$ cat config.mk
export PLATFORM = sky130hd
export DESIGN_NAME = seg_scan_mux
export DESIGN_NICKNAME = d
export VERILOG_FILES = /design/src/rtl/seg_pkg.sv /design/src/rtl/seg_scan_timer.sv /design/src/rtl/seg_scan_mux.sv
export SDC_FILE = /design/constraint.sdc
export NUM_CORES = 1
export LEC_CHECK = 0
export BUFFER_PORTS_ARGS = -buffer_cell sky130_fd_sc_hd__buf_2
export CAP_MARGIN = 20
export CORE_ASPECT_RATIO = 1.25
export CORE_MARGIN = 3
export CORE_UTILIZATION = 30
export DETAILED_ROUTE_END_ITERATION = 6
export HOLD_SLACK_MARGIN = 0.15
export PLACE_DENSITY = 0.52
export SKIP_CTS_REPAIR_TIMING = 1
export SLEW_MARGIN = 10
export SYNTH_ARGS = -nofsm -noshare
export SYNTH_HDL_FRONTEND = slang
export SYNTH_SLANG_ARGS = --single-unit
$ cat constraint.sdc
create_clock -name clk -period 2.9 [get_ports clk]
set_input_delay 0.29 -clock clk [delete_from_list [all_inputs] [get_ports clk]]
set_output_delay 0.29 -clock clk [all_outputs]
set_load 0.05 [all_outputs]
$ cat src/rtl/seg_pkg.sv
// Shared constants, scan state type and anode helper for the 7-segment scan driver.
package seg_pkg;

    localparam int N_DIGITS = 4;
    localparam int IDX_W    = 2;

    // Segment patterns, gfedcba, active-low
    localparam logic [6:0] SEG_BLANK = 7'b1111111;
    localparam logic [6:0] SEG_ZERO  = 7'b1000000;
    localparam logic [6:0] SEG_ERR   = 7'b0011000;

    localparam logic [3:0] AN_OFF = 4'b1111;

    typedef enum logic {
        ST_BLANK = 1'b0,
        ST_SHOW  = 1'b1
    } scan_state_t;

    // Active-low one-hot anode pattern for the selected digit
    function automatic logic [3:0] anode_sel(input logic [IDX_W-1:0] idx);
        logic [3:0] an;
        an      = AN_OFF;
        an[idx] = 1'b0;
        return an;
    endfunction

endpackage

$ cat src/rtl/seg_scan_timer.sv
// Digit window timer: counts clocks inside each digit window, walks the digit index
// and reports where in the window / frame the scan currently is.
module seg_scan_timer
    import seg_pkg::*;
#(
    parameter int DIV_CNT   = 100000,
    parameter int BLANK_CYC = 16
) (
    input  logic             clk,
    input  logic             rst,
    output logic             show,
    output logic             blank_start,
    output logic             frame_end,
    output logic [IDX_W-1:0] idx
);

    localparam int CNT_W = (DIV_CNT > 1) ? $clog2(DIV_CNT) : 1;

    scan_state_t       state_r;
    scan_state_t       state_s;
    logic [CNT_W-1:0]  cnt_r;
    logic [CNT_W-1:0]  cnt_s;
    logic [IDX_W-1:0]  idx_r;
    logic [IDX_W-1:0]  idx_s;
    logic              win_end_s;

    assign win_end_s = (cnt_r == CNT_W'(DIV_CNT - 1));

    // State, window counter and digit index registers
    always_ff @(posedge clk) begin
        if (rst) begin
            state_r <= ST_BLANK;
            cnt_r   <= {CNT_W{1'b0}};
            idx_r   <= {IDX_W{1'b0}};
        end else begin
            state_r <= state_s;
            cnt_r   <= cnt_s;
            idx_r   <= idx_s;
        end
    end

    // Next-state: BLANK for the first BLANK_CYC clocks, SHOW for the rest, wrap at window end
    always_comb begin
        state_s = state_r;
        cnt_s   = cnt_r + CNT_W'(1);
        idx_s   = idx_r;
        if (win_end_s) begin
            cnt_s   = {CNT_W{1'b0}};
            state_s = ST_BLANK;
            if (idx_r == IDX_W'(N_DIGITS - 1)) begin
                idx_s = {IDX_W{1'b0}};
            end else begin
                idx_s = idx_r + IDX_W'(1);
            end
        end else begin
            case (state_r)
                ST_BLANK: begin
                    if (cnt_r == CNT_W'(BLANK_CYC - 1)) begin
                        state_s = ST_SHOW;
                    end else begin
                        state_s = ST_BLANK;
                    end
                end
                ST_SHOW:  state_s = ST_SHOW;
                default:  state_s = ST_BLANK;
            endcase
        end
    end

    assign show        = (state_r == ST_SHOW);
    assign blank_start = (state_r == ST_BLANK) && (cnt_r == {CNT_W{1'b0}});
    assign frame_end   = win_end_s && (idx_r == IDX_W'(N_DIGITS - 1));
    assign idx         = idx_r;

endmodule

$ cat src/rtl/seg_scan_mux.sv
// Four-digit common-anode 7-segment scan driver with double-buffered patterns,
// anti-ghost blanking, leading-zero suppression on the tens digits and frame blink.
module seg_scan_mux
    import seg_pkg::*;
#(
    parameter int DIV_CNT      = 100000,
    parameter int BLANK_CYC    = 16,
    parameter int BLINK_FRAMES = 64
) (
    input  logic       clk,
    input  logic       rst,
    input  logic       load,
    input  logic [6:0] val_one,
    input  logic [6:0] val_ten,
    input  logic [6:0] rem_one,
    input  logic [6:0] rem_ten,
    input  logic       lz_blank,
    input  logic       blink,
    output logic [6:0] seg_out,
    output logic [3:0] an_out,
    output logic       frame_done
);

    localparam int FRM_W = (BLINK_FRAMES > 1) ? $clog2(BLINK_FRAMES) : 1;

    logic                        show_s;
    logic                        blank_start_s;
    logic                        frame_end_s;
    logic [IDX_W-1:0]            idx_s;

    logic [N_DIGITS-1:0][6:0]    pending_r;
    logic [N_DIGITS-1:0][6:0]    shadow_r;
    logic                        pend_vld_r;
    logic [FRM_W-1:0]            frame_cnt_r;
    logic                        phase_on_r;

    logic [6:0]                  seg_s;
    logic [3:0]                  an_s;
    logic [6:0]                  digit_pat_s;

    seg_scan_timer #(
        .DIV_CNT   (DIV_CNT),
        .BLANK_CYC (BLANK_CYC)
    ) u_timer (
        .clk         (clk),
        .rst         (rst),
        .show        (show_s),
        .blank_start (blank_start_s),
        .frame_end   (frame_end_s),
        .idx         (idx_s)
    );

    // Pending/shadow buffers: shadow only changes at blank entry so a window never tears
    always_ff @(posedge clk) begin
        if (rst) begin
            pending_r  <= {N_DIGITS{SEG_BLANK}};
            shadow_r   <= {N_DIGITS{SEG_BLANK}};
            pend_vld_r <= 1'b0;
        end else begin
            if (blank_start_s && pend_vld_r) begin
                shadow_r <= pending_r;
            end
            if (load) begin
                // A load coinciding with blank entry stays pending for the next window
                pending_r  <= {rem_ten, rem_one, val_ten, val_one};
                pend_vld_r <= 1'b1;
            end else if (blank_start_s && pend_vld_r) begin
                pend_vld_r <= 1'b0;
            end
        end
    end

    // Blink phase: toggles every BLINK_FRAMES frames; changes land at a window boundary
    always_ff @(posedge clk) begin
        if (rst) begin
            frame_cnt_r <= {FRM_W{1'b0}};
            phase_on_r  <= 1'b1;
        end else if (!blink) begin
            frame_cnt_r <= {FRM_W{1'b0}};
            phase_on_r  <= 1'b1;
        end else if (frame_end_s) begin
            if (frame_cnt_r == FRM_W'(BLINK_FRAMES - 1)) begin
                frame_cnt_r <= {FRM_W{1'b0}};
                phase_on_r  <= ~phase_on_r;
            end else begin
                frame_cnt_r <= frame_cnt_r + FRM_W'(1);
            end
        end
    end

    assign digit_pat_s = shadow_r[idx_s];

    // Output decode: blank unless showing a lit digit; suppress zero on odd (tens) digits
    always_comb begin
        seg_s = SEG_BLANK;
        an_s  = AN_OFF;
        if (show_s && !(blink && !phase_on_r)) begin
            an_s = anode_sel(idx_s);
            if (lz_blank && idx_s[0] && (digit_pat_s == SEG_ZERO)) begin
                seg_s = SEG_BLANK;
            end else begin
                seg_s = digit_pat_s;
            end
        end else begin
            seg_s = SEG_BLANK;
            an_s  = AN_OFF;
        end
    end

    // Registered outputs
    always_ff @(posedge clk) begin
        if (rst) begin
            seg_out    <= SEG_BLANK;
            an_out     <= AN_OFF;
            frame_done <= 1'b0;
        end else begin
            seg_out    <= seg_s;
            an_out     <= an_s;
            frame_done <= frame_end_s;
        end
    end

endmodule

=== After elaboration in Yosys (flattened, before gate mapping) ===
Cells that the tools add are included.

* Mux-type cells: 10
* $lt $le $gt $ge: 2
* Bitwise gates (word level): 5
* Reduce and logical (&&, ||, !) cells: 17
* Equal/unequal tests: 5
* Add/sub/neg operators: 3

{| class="wikitable"
|+ Operator list
! kind !! count
|-
| $add A17 B1 Y17 const B || 1
|-
| $eq A17 B17 Y1 const B || 1
|-
| $eq A17 B4 Y1 const B || 1
|-
| $logic_not A17 Y1 || 1
|-
| $bmux W7 S2 || 1
|-
| $logic_and A1 B1 Y1 || 8
|-
| $eq A7 B7 Y1 const B || 1
|-
| $mux W7 || 1
|-
| $add A6 B1 Y6 const B || 1
|-
| $eq A6 B6 Y1 const B || 1
|-
| $mux W6 || 1
|-
| $reduce_or A2 Y1 || 3
|-
| $mux W1 || 4
|-
| $not A1 Y1 || 4
|-
| $not A4 Y4 || 1
|-
| $lt A2 B3 Y1 const B || 1
|-
| $reduce_or A3 Y1 || 1
|-
| $add A2 B1 Y2 const B || 1
|-
| $demux W1 S2 || 1
|-
| $eq A2 B2 Y1 const B || 1
|-
| $ge A2 B1 Y1 const B || 1
|-
| $logic_not A1 Y1 || 2
|-
| $mux W2 || 1
|-
| $pmux W1 S2 || 1
|-
| 2 further kinds || 2
|}

* Bits in registers: 96
* Input bits: 33
* Logic and storage cells: 59

=== Logic depth before layout (Yosys ltp) ===
* Depth in word-level cells: 6
* Depth in mapped cells: 7
* Gate-level depth less buffers: 5

=== Cells and area by module ===
From an unflattened synthesis, not the netlist that was laid out.

* Cell total of the unflattened synthesis: 395
* Area total of the unflattened synthesis: 3975.1 sq um

{| class="wikitable"
|+ Modules (own cells, without submodules)
! module !! times used !! cells each !! area an instance (sq um)
|-
| seg_scan_mux || 1 || 282 || 2981.6
|-
| seg_scan_timer || 1 || 113 || 993.5
|}

=== Least setup slack after synthesis ===
No wires, ideal clock.

* Path type: reg2reg
* From: reg u_timer.idx_r[0], in the netlist u_timer.idx[0]
* To: reg seg_out[0]
* Arrival time: 2065 ps
* Setup slack: 777 ps
* Data required time: 2842 ps
* Cell stages (with the launch flop): 6
* Library setup time: 58 ps
* Cell sequence: dfxtp_1 > buf_6 > mux4_2 > or4_1 > nor4_2 > or3_1

* Word-level cells in the longest chain between the ends: 5

{| class="wikitable"
|+ Ends and longest elaborated chain
! element !! line !! RTL
|-
| start: declaration || seg_scan_timer.sv:23 || <nowiki>logic [IDX_W-1:0] idx_r;</nowiki>
|-
| start signal: assignment || seg_scan_timer.sv:34 || <nowiki>idx_r <= {IDX_W{1'b0}};</nowiki>
|-
| start signal: assignment || seg_scan_timer.sv:38 || <nowiki>idx_r <= idx_s;</nowiki>
|-
| $bmux W7 S2 || seg_scan_mux.sv:91 || <nowiki>assign digit_pat_s = shadow_r[idx_s];</nowiki>
|-
| $mux W7 (implied by the code) || seg_scan_mux.sv:91 ||
|-
| $eq A7 B7 Y1 || seg_scan_mux.sv:99 || <nowiki>if (lz_blank && idx_s[0] && (digit_pat_s == SEG_ZERO)) begin</nowiki>
|-
| $logic_and A1 B1 Y1 || seg_scan_mux.sv:99 ||
|-
| $reduce_or A3 Y1 (no source line) || n/a ||
|-
| end signal: assignment || seg_scan_mux.sv:117 || <nowiki>seg_out <= seg_s;</nowiki>
|-
| end: declaration || seg_scan_mux.sv:19 || <nowiki>output logic [6:0] seg_out,</nowiki>
|}

Parallel ways exist; a longest one is shown, timed or not. The select of a mux whose other input is x is not followed.
A chain may end at the register's enable or synchronous reset.

=== Worst setup path after layout ===
* From: reg u_timer.idx_r[0], in the netlist u_timer.idx[0]
* To: reg seg_out[3]

The elaborated chain is that of the path after synthesis.

==> out/results.txt <==
CTS Root Cell -> clkbuf_16
slowest CP cell -> dfxtp_1
CP Capture Type -> register
worst hold slack -> 0.142 ns
syn_nets -> 471
worst ir drop on vdd -> 413 uV
NumNets Final -> 504
die width -> 112 um
largest net degree at the start of global routing -> 65
Core Rows -> 47
fin cells -> 640
die area -> 15,400 um2
arrival time worst endpoint -> 2.72 ns
hold_sp -> rem_one[0]
sequential area share after synthesis -> 0.459
WL/cell -> 15.2 um
total CTS buffers -> 9
gpl congestion -> 0.796
ys flop type -> dfxtp_1
post-route ant nets -> 0
WL final -> 9.71 mm
Max-Cap Viols -> 0
CTS tree -> yes
Mapped Area -> 4190 um2
r2r startpoint -> u_timer.idx[0]$_SDFFE_PP0P_
setup tns final -> 0 ns
first-pass GRT wire length -> 16.3 mm
Required @ worst endpoint -> 3.19 ns
Starting Density -> 0.311
type of the worst setup path -> register to register
n_diodes -> 0
drt first-iter violations -> 173
RSZ-0062 raised after global routing -> false
number of global-route vias before repair -> 3,210
Relative slew margins -> 0.292
post-layout min period -> 2.43 ns
global route overflow -> 0
Hold Path Class -> input port to register
Vias per Instance -> 5.20
Worst setup SP type -> register
Synth-to-Final Area Change -> 17.3%
max incr delay on CP -> 0.62 ns
ratio of final minimum period to clock period -> 0.839
antenna violations before repair -> 0
CP delay by family, top -> simple AND/OR/NAND/NOR gates
Core ar. -> 13,500 um2
worst-path maximum fanout -> 10
status -> finished, final reports clean
Critical Path Source -> u_timer.idx[0]$_SDFFE_PP0P_
Ports -> 45
endpoints failing setup -> 0
IO Port Bufs -> 44
clock-pin slew on the worst setup and hold paths -> 0.07 ns
proportion of layout cells with a drive suffix above 1 -> 0.160
yosys warns -> 0
Power Density -> 582 nW/um2
async set-reset flop share out of synthesis -> 0
CTS sink cnt -> 96
HPWL reported at the end of detailed placement -> 6.43 mm
clk_lat worst skew -> 0.35 ns
Vert. Die Dim -> 138 um
achievable frequency -> 0.411 GHz
worst-margin pin slew -> 1.06 ns
Cell variety after synth -> 39
Vias -> 3,330
placed insts -> 614
total track usage -> 0.129
First-pass DRT Iterations -> 4
Mapped Cells -> 431
synthesized area per cell -> 9.72 um2
Max H-tree Level -> 3
EDFF count, synth -> 0
final hold viol count -> 0
Clock Skews -> 0.00572 ns
clk buf depth -> 2
Final Max Tran Viols -> 0
CP Cell Sequence -> mux4_2 > or4_1 > nor4_2 > or3_1
LEAKAGE -> 0.00172 uW
WP buf/inv -> 0
DRC -> 0
flip-flop and latch count after synthesis -> 96
[synthesized netlist by cell type, drive strengths merged, types with 3 or more instances]
master / number / area, um2
a211o: 28 / 245
a21oi: 13 / 65.1
and3: 3 / 18.8
and4: 4 / 35.0
buf: 4 / 23.8
clkbuf: 34 / 128
dfxtp: 96 / 1920
ha: 7 / 87.6
inv: 10 / 37.5
mux4: 7 / 173
nand2: 8 / 30.0
nand2b: 3 / 18.8
nand3: 16 / 80.1
nand3b: 29 / 218
nand4: 35 / 219
nor2: 20 / 75.1
nor2b: 28 / 175
nor3: 4 / 20.0
nor4: 6 / 43.8
o21ai: 7 / 35.0
o31ai: 30 / 225
or3: 10 / 62.6
or4: 4 / 30.0
or4b: 3 / 30.0
xnor2: 7 / 61.3
xor2: 6 / 52.6
[report_power, final]
group          internal, uW  total (uW)  switching, uW
Combinational           127         269            142
Sequential             1390        1430           40.7
Clock                   664        1160            500
Total                  2180        2860            683
[flip-flops by register name, summed over array words and instances (netlist names)]
register and cells:
u_timer.cnt_r 17, u_timer.show 1, seg_out 7, pend_vld_r 1, phase_on_r 1, u_timer.idx 2
pending_r 28, frame_done 1, an_out 4, shadow_r 28, frame_cnt_r 6
[per-layer routing]
layer,track usage,up-vias,part of all wire
li1,-,1680,-
met3,0.0306,15,0.032
met4,0.0545,0,0.025
met2,0.190,52,0.45
met1,0.180,1583,0.49
met5,0,-,0
[placed cells by master, fill, tap and decap left out, types with 2 or more instances in the layout]
cell type	instances
ha_1	7
mux4_1	4
nand2b_1	3
clkbuf_16	9
nand3b_1	29
nand2_1	8
mux4_2	3
o21ai_0	7
or3_1	10
and3_1	3
clkinvlp_4	2
xnor2_1	7
buf_2	44
and4_1	4
o31ai_1	30
nor4_1	5
or4b_2	3
nor2b_1	28
nand4_1	35
nand3_1	16
inv_1	9
xor2_1	6
nor2_1	20
a211o_1	28
a21oi_1	13
dlygate4sd3_1	10
nor3_1	4
o41ai_1	2
dfxtp_1	96
buf_4	6
clkinv_2	3
or4_1	4
[path summary, 6_finish.rpt]
check                           cells past startpoint  slack (ns)                     endpoint
worst max-delay path                                4        0.47        seg_out[3]$_SDFF_PP1_
worst max register to register                      4        0.47        seg_out[3]$_SDFF_PP1_
worst min register to register                      1        0.48  u_timer.cnt_r[0]$_SDFF_PP0_
worst min-delay path                                2        0.14   pending_r[14]$_SDFFE_PP1P_
[stage by stage]
| step | util | total power, uW | setup slack, ns | area [um2] |
|---|---|---|---|---|
| finish | 0.365 | 2860 | 0.466 | 4920 |
| global route | 0.365 | 2990 | 0.313 | 4920 |
| CTS | 0.358 | 2890 | 0.441 | 4820 |
| detailed placement | 0.336 | 1720 | 0.453 | 4530 |
| global placement | 0.336 | 1710 | 0.570 | 4530 |
| floorplan | - | 1640 | 0.777 | 4190 |
[cell families after synthesis]
group	after synthesis	synth area share
compound gates	83	0.146
xor+xnor	13	0.0272
fa+ha+maj	7	0.0209
buf+inv	48	0.0451
flops	96	0.459
mux	7	0.0412
simple gates	177	0.261
[cell type report]
class	instances	area [um2]
Tap cell	171	214
Fill cell	1364	8550
Clock inverter	6	60.1
Sequential cell	96	1920
Inverter	10	37.5
Clock buffer	10	229
Multi-Input combinational cell	287	2090
Timing Repair Buffer	60	365
(Power assumes the default switching activity.)
